===== src/rtl/prog_loader_if.sv =====
// Byte-stream input and instruction-memory write port of the program loader.
interface prog_loader_if;
    logic [7:0]  in_data;
    logic        in_valid;
    logic        in_ready;
    logic        im_wen;
    logic [31:0] im_addr;
    logic [31:0] im_wdata;

    // Host side: drives the byte stream, observes the memory writes.
    modport master (
        output in_data, in_valid,
        input  in_ready, im_wen, im_addr, im_wdata
    );

    // Loader side.
    modport slave (
        input  in_data, in_valid,
        output in_ready, im_wen, im_addr, im_wdata
    );
endinterface


===== src/rtl/prog_loader.sv =====
// Program loader: parses a framed byte stream, writes 32-bit words into
// instruction memory and holds the core in reset until a frame checks out.
module prog_loader #(
    parameter logic [31:0] BASE_ADDR   = 32'h0000_0000,
    parameter int unsigned DEPTH_WORDS = 256,
    parameter logic [7:0]  HDR_BYTE    = 8'hA5
) (
    input  logic         clk,
    input  logic         reset,
    prog_loader_if.slave bus,
    output logic         cpu_rst_n,
    output logic         busy,
    output logic         done,
    output logic         error,
    output logic [15:0]  words_ld
);

    localparam int unsigned W_ADDR = 32;
    localparam int unsigned W_CNT  = 16;

    typedef enum logic [2:0] {
        S_IDLE, S_LEN0, S_LEN1, S_DATA, S_CSUM, S_DONE, S_ERR
    } state_e;

    state_e              state_q,     state_d;
    logic [7:0]          n_lo_q,      n_lo_d;
    logic [W_CNT-1:0]    n_q,         n_d;
    logic [1:0]          lane_q,      lane_d;
    logic [23:0]         word_q,      word_d;
    logic [7:0]          acc_q,       acc_d;
    logic                im_wen_q,    im_wen_d;
    logic [W_ADDR-1:0]   im_addr_q,   im_addr_d;
    logic [31:0]         im_wdata_q,  im_wdata_d;
    logic                cpu_rst_n_q, cpu_rst_n_d;
    logic                busy_q,      busy_d;
    logic                done_q,      done_d;
    logic                error_q,     error_d;
    logic [W_CNT-1:0]    words_ld_q,  words_ld_d;

    logic                accept;
    logic [W_CNT-1:0]    n_rx;

    // Ready is a pure function of state; only the error state refuses bytes.
    assign bus.in_ready = (state_q != S_ERR);
    assign accept       = bus.in_valid & bus.in_ready;
    assign n_rx         = {bus.in_data, n_lo_q};

    assign bus.im_wen   = im_wen_q;
    assign bus.im_addr  = im_addr_q;
    assign bus.im_wdata = im_wdata_q;
    assign cpu_rst_n    = cpu_rst_n_q;
    assign busy         = busy_q;
    assign done         = done_q;
    assign error        = error_q;
    assign words_ld     = words_ld_q;

    // Next-state and next-output logic; every register holds unless a byte is accepted.
    always_comb begin
        state_d     = state_q;
        n_lo_d      = n_lo_q;
        n_d         = n_q;
        lane_d      = lane_q;
        word_d      = word_q;
        acc_d       = acc_q;
        im_wen_d    = 1'b0;
        im_addr_d   = im_addr_q;
        im_wdata_d  = im_wdata_q;
        cpu_rst_n_d = cpu_rst_n_q;
        busy_d      = busy_q;
        done_d      = done_q;
        error_d     = error_q;
        words_ld_d  = words_ld_q;

        unique case (state_q)
            S_IDLE: begin
                if (accept && bus.in_data == HDR_BYTE) begin
                    state_d = S_LEN0;
                    busy_d  = 1'b1;
                    done_d  = 1'b0;
                end
            end
            S_LEN0: begin
                if (accept) begin
                    n_lo_d  = bus.in_data;
                    state_d = S_LEN1;
                end
            end
            S_LEN1: begin
                if (accept) begin
                    n_d        = n_rx;
                    words_ld_d = '0;
                    lane_d     = 2'd0;
                    acc_d      = 8'h00;
                    im_addr_d  = BASE_ADDR;
                    if (W_ADDR'(n_rx) > W_ADDR'(DEPTH_WORDS)) begin
                        state_d = S_ERR;
                        error_d = 1'b1;
                        busy_d  = 1'b0;
                    end else if (n_rx == '0) begin
                        state_d = S_CSUM;
                    end else begin
                        state_d = S_DATA;
                    end
                end
            end
            S_DATA: begin
                if (accept) begin
                    acc_d  = acc_q ^ bus.in_data;
                    lane_d = lane_q + 2'd1;
                    unique case (lane_q)
                        2'd0: word_d[7:0]   = bus.in_data;
                        2'd1: word_d[15:8]  = bus.in_data;
                        2'd2: word_d[23:16] = bus.in_data;
                        default: begin
                            // Fourth byte completes the word: write it next cycle.
                            im_wen_d   = 1'b1;
                            im_wdata_d = {bus.in_data, word_q};
                            im_addr_d  = BASE_ADDR + (W_ADDR'(words_ld_q) << 2);
                            words_ld_d = words_ld_q + W_CNT'(1);
                            if (words_ld_d == n_q) begin
                                state_d = S_CSUM;
                            end
                        end
                    endcase
                end
            end
            S_CSUM: begin
                if (accept) begin
                    busy_d = 1'b0;
                    if (bus.in_data == acc_q) begin
                        state_d     = S_DONE;
                        done_d      = 1'b1;
                        error_d     = 1'b0;
                        cpu_rst_n_d = 1'b1;
                    end else begin
                        state_d = S_ERR;
                        error_d = 1'b1;
                    end
                end
            end
            S_DONE: begin
                // A new header reloads: the core goes back into reset immediately.
                if (accept && bus.in_data == HDR_BYTE) begin
                    state_d     = S_LEN0;
                    cpu_rst_n_d = 1'b0;
                    done_d      = 1'b0;
                    busy_d      = 1'b1;
                end
            end
            S_ERR: begin
                cpu_rst_n_d = 1'b0;
                error_d     = 1'b1;
            end
            default: begin
                state_d = S_ERR;
            end
        endcase
    end

    // State and output registers with asynchronous active-low reset.
    always_ff @(posedge clk or negedge reset) begin
        if (!reset) begin
            state_q     <= S_IDLE;
            n_lo_q      <= 8'h00;
            n_q         <= '0;
            lane_q      <= 2'd0;
            word_q      <= 24'h0;
            acc_q       <= 8'h00;
            im_wen_q    <= 1'b0;
            im_addr_q   <= BASE_ADDR;
            im_wdata_q  <= 32'h0;
            cpu_rst_n_q <= 1'b0;
            busy_q      <= 1'b0;
            done_q      <= 1'b0;
            error_q     <= 1'b0;
            words_ld_q  <= '0;
        end else begin
            state_q     <= state_d;
            n_lo_q      <= n_lo_d;
            n_q         <= n_d;
            lane_q      <= lane_d;
            word_q      <= word_d;
            acc_q       <= acc_d;
            im_wen_q    <= im_wen_d;
            im_addr_q   <= im_addr_d;
            im_wdata_q  <= im_wdata_d;
            cpu_rst_n_q <= cpu_rst_n_d;
            busy_q      <= busy_d;
            done_q      <= done_d;
            error_q     <= error_d;
            words_ld_q  <= words_ld_d;
        end
    end

endmodule


===== src/flat_wrapper.sv =====
// flat-port wrapper written by rule: the top's interface ports become plain ports
module prog_loader_flat 
#(
    parameter logic [31:0] BASE_ADDR   = 32'h0000_0000,
    parameter int unsigned DEPTH_WORDS = 256,
    parameter logic [7:0]  HDR_BYTE    = 8'hA5
)
  (clk, reset, cpu_rst_n, busy, done, error, words_ld, bus_in_data, bus_in_valid, bus_in_ready, bus_im_wen, bus_im_addr, bus_im_wdata);
  prog_loader_if bus_i ();
  input  logic clk;
  input  logic reset;
  output logic cpu_rst_n;
  output logic busy;
  output logic done;
  output logic error;
  output logic [15:0] words_ld;
  input wire logic [$bits(bus_i.in_data)-1:0] bus_in_data;
  input wire logic [$bits(bus_i.in_valid)-1:0] bus_in_valid;
  output wire logic [$bits(bus_i.in_ready)-1:0] bus_in_ready;
  output wire logic [$bits(bus_i.im_wen)-1:0] bus_im_wen;
  output wire logic [$bits(bus_i.im_addr)-1:0] bus_im_addr;
  output wire logic [$bits(bus_i.im_wdata)-1:0] bus_im_wdata;
  assign bus_i.in_data = bus_in_data;
  assign bus_i.in_valid = bus_in_valid;
  assign bus_in_ready = bus_i.in_ready;
  assign bus_im_wen = bus_i.im_wen;
  assign bus_im_addr = bus_i.im_addr;
  assign bus_im_wdata = bus_i.im_wdata;
  prog_loader #(.BASE_ADDR(BASE_ADDR), .DEPTH_WORDS(DEPTH_WORDS), .HDR_BYTE(HDR_BYTE)) u_core (.clk(clk), .reset(reset), .bus(bus_i), .cpu_rst_n(cpu_rst_n), .busy(busy), .done(done), .error(error), .words_ld(words_ld));
endmodule

===== config.mk =====
export PLATFORM = sky130hd
export DESIGN_NAME = prog_loader_flat
export DESIGN_NICKNAME = d
export VERILOG_FILES = /design/src/rtl/prog_loader_if.sv /design/src/rtl/prog_loader.sv /design/src/flat_wrapper.sv
export SDC_FILE = /design/constraint.sdc
export NUM_CORES = 1
export LEC_CHECK = 0
export CAP_MARGIN = 20
export CORE_MARGIN = 8
export CORE_UTILIZATION = 41
export DETAILED_ROUTE_END_ITERATION = 8
export GPL_TIMING_DRIVEN = 0
export SETUP_SLACK_MARGIN = 0.1
export SKIP_CTS_REPAIR_TIMING = 1
export SLEW_MARGIN = 20
export SYNTH_ARGS = -nofsm -noshare
export SYNTH_HDL_FRONTEND = slang
export SYNTH_SLANG_ARGS = --single-unit

===== constraint.sdc =====
create_clock -name clk -period 4.28 [get_ports clk]
set_clock_uncertainty 0.15 [all_clocks]
set_input_delay 0.856 -clock clk [delete_from_list [all_inputs] [get_ports clk]]
set_output_delay 0.856 -clock clk [all_outputs]
set_load 0.02 [all_outputs]

* Word-level counts from Yosys, hierarchy flattened
Index checks and enable logic that the tools add are counted.
** Storage, ports and cells
- ROM bits :: 0
- Memories kept :: 0
- Logic and storage cells :: 112
- Flip-flop bits (word level) :: 146
- RAM bits :: 0
- Input port bits :: 11
- Output and inout bits :: 86
- Bits in latches :: 0
** Cells by class
- Bitwise logic cells :: 4
- Equality and inequality tests :: 22
- Reduce and logical (&&, ||, !) cells :: 24
- Shifts and indexed selects :: 0
- $lt $le $gt $ge :: 1
- Multiply operators :: 0
- Div/mod/pow operators :: 0
- Mux-type cells :: 43
- Add/subtract/negate cells :: 2
** Operators with widths (number)
- 32-bit two-way mux :: 3
- 32-bit case mux with 2 select lines :: 1
- 16-bit two-way mux :: 3
- 16-bit case mux with 2 select lines :: 1
- 3-bit two-way mux :: 9
- 2-bit by 1-bit inequality test with 1-bit output, second input constant :: 9
- 3-bit case mux with 6 select lines :: 1
- 16-bit by 1-bit adder with 16-bit output, second input constant :: 1
- 16-bit equality test :: 1
- 16-bit by 9-bit > comparator with 1-bit output, second input constant :: 1
- 16-bit zero test :: 1
- 8-bit two-way mux :: 2
- 8-bit case mux with 2 select lines :: 1
- 4-bit AND reduction :: 4
- 3-bit AND reduction :: 5
- 1-bit two-way mux :: 14
- 3-bit equality test, second input constant :: 3
- 1-bit case mux with 3 select lines :: 3
- 3-bit nonzero test :: 3
- 8-bit equality test :: 1
- 8-bit equality test, second input constant :: 1
- 8-bit AND reduction :: 1
- 8-bit bitwise XOR :: 1
- 3-bit by 2-bit equality test with 1-bit output, second input constant :: 2
- 19 further kinds :: 24

* Logic depth before layout (Yosys ltp)
Gate-level depths: netlist of the first run.
- Depth after elaboration :: 6
- Gate-level depth with buffers :: 10
- Gate-level depth less buffers :: 8

* Least setup slack after synthesis of the first run
No wires, ideal clock.
- Kind :: input to register
- Start :: input bus_in_data[1]
- End :: register u_core.state_q[1]
- Data arrival time :: 2.457 ns
- Library setup time :: 0.129 ns
- Path buffers :: 1
- Cell stages on the path :: 7
- Path slack :: 1.543 ns
- Data required time :: 4.001 ns
- Cell sequence :: clkbuf_1 nor4_1 nand4_1 a32o_1 o41ai_1 o221ai_1 o41a_1
** On the way
- Word-level cells in the longest chain between the ends :: 5
- Elaborated cells between the ends (all ways) :: 13
- Those cells by class :: 1 x order compare; 3 x eq/ne; 6 x mux; 3 x reduce/logical
** Ends and longest elaborated chain
- from (decl) :: RTL line flat_wrapper.sv:17 : input wire logic [$bits(bus_i.in_data)-1:0] bus_in_data;
- parallel branches: the longest is 5 deep, another holds 16-bit by 9-bit > comparator with 1-bit output
- to (signal assigned) :: RTL line prog_loader.sv:178 : state_q <= state_d;
- to (decl) :: RTL line prog_loader.sv:25 : state_e state_q, state_d;
Parallel ways; which one is timed is not known. The select of a mux whose other input is x is not followed.
A chain may end at the register's enable or synchronous reset.

* Worst setup path in the final report of the first run
- Start :: input bus_in_data[7]
- End :: register u_core.state_q[1]
The elaborated chain is that of the path after synthesis.

==> metrics.md, run 1 <==
| Metric | Value |
|---|---|
| Final Setup Violations | `0` |
| Io pins | `97` |
| Switching share of total power | `0.2245` |
| DP Cell Count | `886` |
| WS Path Type | `input pin to register` |
| Clock network power share | `0.520` |
| Synth warnings | `0` |
| Ys async rst share | `1.000` |
| Worst path arrival time | `3.16 ns` |
| Clock Pin Slew Worst Setup and Hold Paths | `0.06 ns` |
| Yosys reg bits | `130` |
| Register Area | `3253 sq um` |
| Die area | `19390 sq um` |
| Placer congestion estimate | `0.8709` |
| Final Instance Count excl. Fillers | `917` |
| Initial antenna violation count | `0` |
| H-Tree Level Count | `4` |
| Synth Cell Area | `6226 sq um` |
| WL/cell | `17.19 um` |
| Multi-input gate area | `2631 sq um` |
| Cell area power density | `358.1 nW/um^2` |
| Min Tclk post-route | `3.013 ns` |
| Fillers | `1369` |
| Slew @ Worst Pin | `0.7402 ns` |
| Worst EP required | `4.43 ns` |
| RSZ-0062 raised after global routing | `false` |
| CP endpoint kind | `register` |
| Total CTS buffers | `17` |
| Fin crit share | `0.7040` |
| Grt ovf | `0` |
| Hold Fails Final Rpt | `0` |
| Drt pass-1 iters | `5` |
| Count leader, synth | `nand2_1` |
| Clock Sink Count | `130` |
| Total Power | `2826 uW` |
| Most Crowded Layer GR | `met2` |
| Core ar. | `15030 sq um` |
| Comb pwr share | `0.039` |
| DR vias | `4881` |
| Top_reg_cell synth | `dfrtp_1` |
| Diodes inserted | `0` |
| Fraction of layout cells with a size suffix above 1 | `0.1605` |
| Most area-hungry cell type in the Yosys netlist | `dfrtp_1` |
| WL final | `15770 um` |
| Starting DRC count in detailed routing | `381` |
| Max frequency | `331.9 MHz` |
| Worst hold path type | `input pin to asynchronous set/reset pin` |
| Area grow syn2layout | `26.77%` |
| GRT met1 Usage | `0.2001` |
| Largest net degree at the start of global routing | `97` |
| Gr usage total | `0.1664` |
| TritonCTS clock tree | `done` |
| Dpl hpwl | `10910 um` |
| Sw Pwr | `634.4 uW` |
| Status | `finished, final reports clean` |
| Worst-path fanout max | `10` |
| Sequential power share | `0.441` |
| Max Root-Sink Buffers | `2` |
| Sequential area share after synthesis | `0.5225` |
| Clock root cell | `clkbuf_16` |
| Final nets | `733` |
| Die height | `139.2 um` |
| Port Buf Inserts | `75` |
| Cell row count | `45` |
| # DRC | `0` |
| Fin. max-slew vios | `0` |
| Area share of the largest cell type after synthesis | `0.5225` |
| Clk Latency, worst-skew pair | `0.43 ns` |
| Final core utilization | `0.5250` |
| EDFF count, synth | `0` |
| Met3 Use GR | `0.05814` |
| Die X | `139.2 um` |
| Synth area leaders | `dfrtp_1 52%, mux2_2 9.0%, nand2_1 7.9%, o21ai_0 3.6%, xnor2_1 2.5%` |
| Post-synth top cells | `131 x nand2_1, 130 x dfrtp_1, 50 x mux2_2` |
| Relative slew slack | `0.5065` |
| Synth cell types | `57` |
| Synth Area per Inst | `10.26 sq um` |
| Routed Antenna Nets | `0` |
| Startpoint class of the critical path | `input pin` |
| Met2 GRT Util | `0.2661` |
| Max-Cap Viols | `0` |
| Maximum VDD drop | `0.3128 mV` |
| P_int | `2192 uW` |
| Initial Util | `0.4141` |
| Vias in the first global route | `4921` |
| Cell count after synthesis | `607` |
| Number of vias per cell | `5.323` |
| LEAKAGE | `0.003692 uW` |
| Global-route wire length before repair | `25770 um` |
-- registers in the layout (all words and copies together) (netlist names), 2 cells and up --
name and flops:
u_core.acc_q 8, u_core.bus.im_addr 16, u_core.bus.im_wdata 32, u_core.lane_q 2
u_core.n_lo_q 8, u_core.n_q 16, u_core.state_q 3, u_core.word_q 24
u_core.words_ld 16
-- power by group through the flow --
stage	combinational, uW	sequential (uW)	clock, uW
after floorplan	60.8	1270	0
after global placement	106	1270	0
after detailed placement	112	1270	0
after CTS	113	1250	1500
after global routing	124	1250	1540
final	111	1250	1470
-- final cells by class --
class                           instances  area share
Multi-Input combinational cell        428      0.3334
Timing Repair Buffer                   76     0.09924
Clock buffer                           20     0.05533
Tap cell                              188     0.02980
Buffer                                 56     0.04661
Clock inverter                         11     0.01966
Inverter                                8    0.003805
Sequential cell                       130      0.4122
-- layout by cell type, fill, tap and decap left out, types with 4 or more instances in the layout --
cell type and instances:
a21oi_1 11, a22o_1 16, a31oi_1 5, and3_1 6, buf_4 16, clkbuf_1 28, clkbuf_16 17, clkbuf_8 6
clkdlybuf4s50_1 74, clkinvlp_4 4, conb_1 16, dfrtp_1 130, ha_1 5, inv_1 8, mux2_2 50, nand2_1 131
nand3_1 13, nand4_1 9, nor2_1 34, nor3_1 9, nor4_1 5, o21ai_0 45, o31ai_1 7, xnor2_1 18
xor2_1 11
-- layer usage --
layer	wire [um]	share of wire	up-vias
li1	-	-	2305
met1	6890	0.44	2365
met2	7448	0.47	180
met3	1142	0.072	31
met4	284	0.018	0
met5	0	0	-
-- final timing paths --
check,startpoint,end,slack (ns),depth (start not counted)
max in group asynchronous,reset,u_core.cpu_rst_n,3.10,2
min,reset,u_core.bus.im_addr[11],0.14,1
min reg2reg,u_core.word_q[1],u_core.bus.im_wdata[1],0.31,2
max reg2reg,u_core.words_ld[1],u_core.state_q[1],1.38,8
max,bus_in_data[7],u_core.state_q[1],1.27,7
min in group clk,u_core.word_q[1],u_core.bus.im_wdata[1],0.31,2
-- per-stage QoR --
step	hold WS (ns)	cell area [sq um]	setup slack, ns	setup TNS (ns)
CTS	0.1392	7893	1.279	0
global route	0.1502	7893	1.061	0
detailed placement	0.3009	7301	0.8367	0
global placement	0.2971	7268	-2.806	-363.12
floorplan	0.2831	6282	1.543	0
finish	0.1408	7893	1.267	0
-- cell families (layout without fill, tap and decap cells) --
| group | after synthesis | in the layout | synth area share |
|---|---|---|---|
| other cells | 1 | 16 | 0.0006023 |
| xor+xnor | 29 | 29 | 0.04080 |
| fa+ha+maj | 5 | 5 | 0.01005 |
| buf+inv | 64 | 171 | 0.06391 |
| compound gates | 109 | 109 | 0.1162 |
| mux | 53 | 53 | 0.09526 |
| simple gates | 216 | 216 | 0.1507 |
| flops | 130 | 130 | 0.5225 |
-- worst max-delay path, cell delays in order --
cell             delay (ns)
clkdlybuf4s50_1        0.49
clkbuf_1               0.43
nand4_1                0.36
a32o_1                 0.36
o41ai_1                0.36
o221ai_1               0.17
o41a_1                 0.14
Power figures use the tool's default switching activity.
==> run 2, diff against run 1 <==
==> constraint.sdc (replaced) <==
create_clock -name clk -period 2.8 [get_ports clk]
set_clock_uncertainty 0.15 [all_clocks]
set_input_delay 0.56 -clock clk [delete_from_list [all_inputs] [get_ports clk]]
set_output_delay 0.56 -clock clk [all_outputs]
set_load 0.02 [all_outputs]
==> run 2 against run 1 <==
  * Hold slack better by 0.17 ns
  * Highest routed layer unchanged
  * Total power is 53% higher
  * Flip-flop and latch count stayed put
  * Design area is 1.1% higher
  * Setup slack worse by 1.1 ns
  * Largest cell class unchanged
  * Clock power is 53% higher
  * Count of clock-buffer cells in the layout stayed put
  * Sequential power is 52% higher
==> metrics.md, run 2 (same netlist as run 1, synthesis figures left out) <==
| Metric | Value |
|---|---|
| Hold Path Sink | `u_core.bus.im_wdata[1]` |
| Max-Cap Viols | `0` |
| Fin crit share | `0.9319` |
| Worst EP required | `2.09 ns` |
| Grt ovf | `0` |
| Number of vias per cell | `5.316` |
| RSZ-0062 raised after global routing | `false` |
| Initial antenna violation count | `0` |
| # DRC | `0` |
| Gr usage total | `0.1664` |
| DR vias | `4901` |
| Worst path arrival time | `1.90 ns` |
| Fraction of layout cells with a size suffix above 1 | `0.1798` |
| Min-Delay Startpoint | `u_core.word_q[1]` |
| Port Buf Inserts | `75` |
| Initial Util | `0.4141` |
| Clock root cell | `clkbuf_16` |
| Dpl hpwl | `10910 um` |
| R2R depth | `8` |
| Cell row count | `45` |
| Cell area power density | `541.8 nW/um^2` |
| LEAKAGE | `0.003729 uW` |
| WS Path Type | `register to output pin` |
| Sequential power share | `0.441` |
| Worst-path fanout max | `10` |
| Core ar. | `15030 sq um` |
| Most frequent cells in the layout | `130 x nand2_1, 130 x dfrtp_1, 74 x clkdlybuf4s50_1, 50 x mux2_2, 45 x o21ai_0` |
| Clock Sink Count | `130` |
| Max frequency | `383.3 MHz` |
| Max Root-Sink Buffers | `2` |
| CP endpoint kind | `output pin` |
| Die height | `139.2 um` |
| Diodes inserted | `0` |
| Largest net degree at the start of global routing | `97` |
| P_int | `3352 uW` |
| FF-to-FF setup slack | `0.25 ns` |
| Pre-CTS WS | `-0.3473 ns` |
| H-Tree Level Count | `4` |
| Hold Path Cell Cnt | `2` |
| WL final | `15900 um` |
| Global-route wire length before repair | `25770 um` |
| Slew @ Worst Pin | `0.7448 ns` |
| Final nets | `738` |
| Placed Instance Area | `7301 sq um` |
| Vias in the first global route | `4921` |
| Starting DRC count in detailed routing | `409` |
| Switching share of total power | `0.2247` |
| Final core utilization | `0.5308` |
| Routed Antenna Nets | `0` |
| Clock network power share | `0.519` |
| Fillers | `1350` |
| Placer congestion estimate | `0.8709` |
| WL/cell | `17.25 um` |
| Maximum VDD drop | `0.4779 mV` |
| Min Tclk post-route | `2.609 ns` |
| Comb pwr share | `0.040` |
| Io pins | `97` |
| DP Cell Count | `886` |
| Clock Pin Slew Worst Setup and Hold Paths | `0.06 ns` |
| Hold Fails Final Rpt | `0` |
| Clk Latency, worst-skew pair | `0.42 ns` |
| Final Instance Count excl. Fillers | `922` |
| Die X | `139.2 um` |
| Total CTS buffers | `17` |
| Area grow syn2layout | `28.16%` |
| Reg2reg end | `u_core.state_q[1]` |
| Drt pass-1 iters | `7` |
| Worst hold path type | `register to register` |
| Die area | `19390 sq um` |
| Finished Cell Area | `7979 sq um` |
| Sw Pwr | `971.3 uW` |
| Status | `finished, final reports clean` |
| Fin. max-slew vios | `0` |
| Post-route setup slack | `0.1907 ns` |
| Largest register FFs | `32` |
| Startpoint class of the critical path | `register` |
| TritonCTS clock tree | `done` |
| Final Setup Violations | `0` |
| Relative slew slack | `0.5035` |
| Worst R2R Start | `u_core.words_ld[13]` |
-- run 2: critical path, stage by stage (launching register included) --
cell	delay [ns]
dfrtp_1	0.35
buf_6	0.14
inv_1	0.11
nor2_2	0.23
nand2_1	0.09
clkdlybuf4s50_1	0.56
-- run 2: layout make-up --
class,count,area (sq um),share of cell area
Clock inverter,11,155.1,0.01944
Tap cell,188,235.2,0.02948
Multi-Input combinational cell,428,2669,0.3345
Timing Repair Buffer,81,823.3,0.1032
Clock buffer,20,436.7,0.05473
Sequential cell,130,3253,0.4077
Inverter,8,30.03,0.003764
Buffer,56,376.6,0.04720
-- run 2: worst max path at each step --
| stage | start | to | depth (start not counted) |
|---|---|---|---|
| after floorplan | u_core.words_ld[1] | u_core.state_q[1] | 8 |
| after global placement | reset | u_core.bus.im_wdata[25] | 1 |
| after detailed placement | bus_in_valid | u_core.bus.im_wdata[5] | 9 |
| after CTS | u_core.state_q[2] | u_core.bus.im_wdata[5] | 10 |
| after global routing | u_core.state_q[2] | bus_in_ready | 5 |
| final | u_core.state_q[2] | bus_in_ready | 5 |
-- run 2: stage by stage --
stage	hold slack, ns	total power [uW]	TNS (ns)
after CTS	-0.1568	4368	-2.372
after floorplan	0.1144	2029	0
after global routing	0.3343	4458	0
after detailed placement	0.2985	2110	-10.88
final	0.3138	4323	0
after global placement	0.2971	2101	-525.48
-- run 2: power groups by stage --
stage | Sequential (uW) | Clock (uW) | Combinational (uW)
floorplan | 1940 | 0 | 92.9
global placement | 1940 | 0 | 162
detailed placement | 1940 | 0 | 172
CTS | 1900 | 2290 | 172
global route | 1910 | 2360 | 193
finish | 1900 | 2250 | 173
-- run 2: per-layer routing --
| layer | global-route usage | share of wire | up-vias |
|---|---|---|---|
| met5 | 0 | 0 | - |
| met4 | 0.07163 | 0.018 | 0 |
| met3 | 0.05814 | 0.073 | 35 |
| met2 | 0.2661 | 0.47 | 185 |
| met1 | 0.2001 | 0.44 | 2373 |
| li1 | - | - | 2308 |
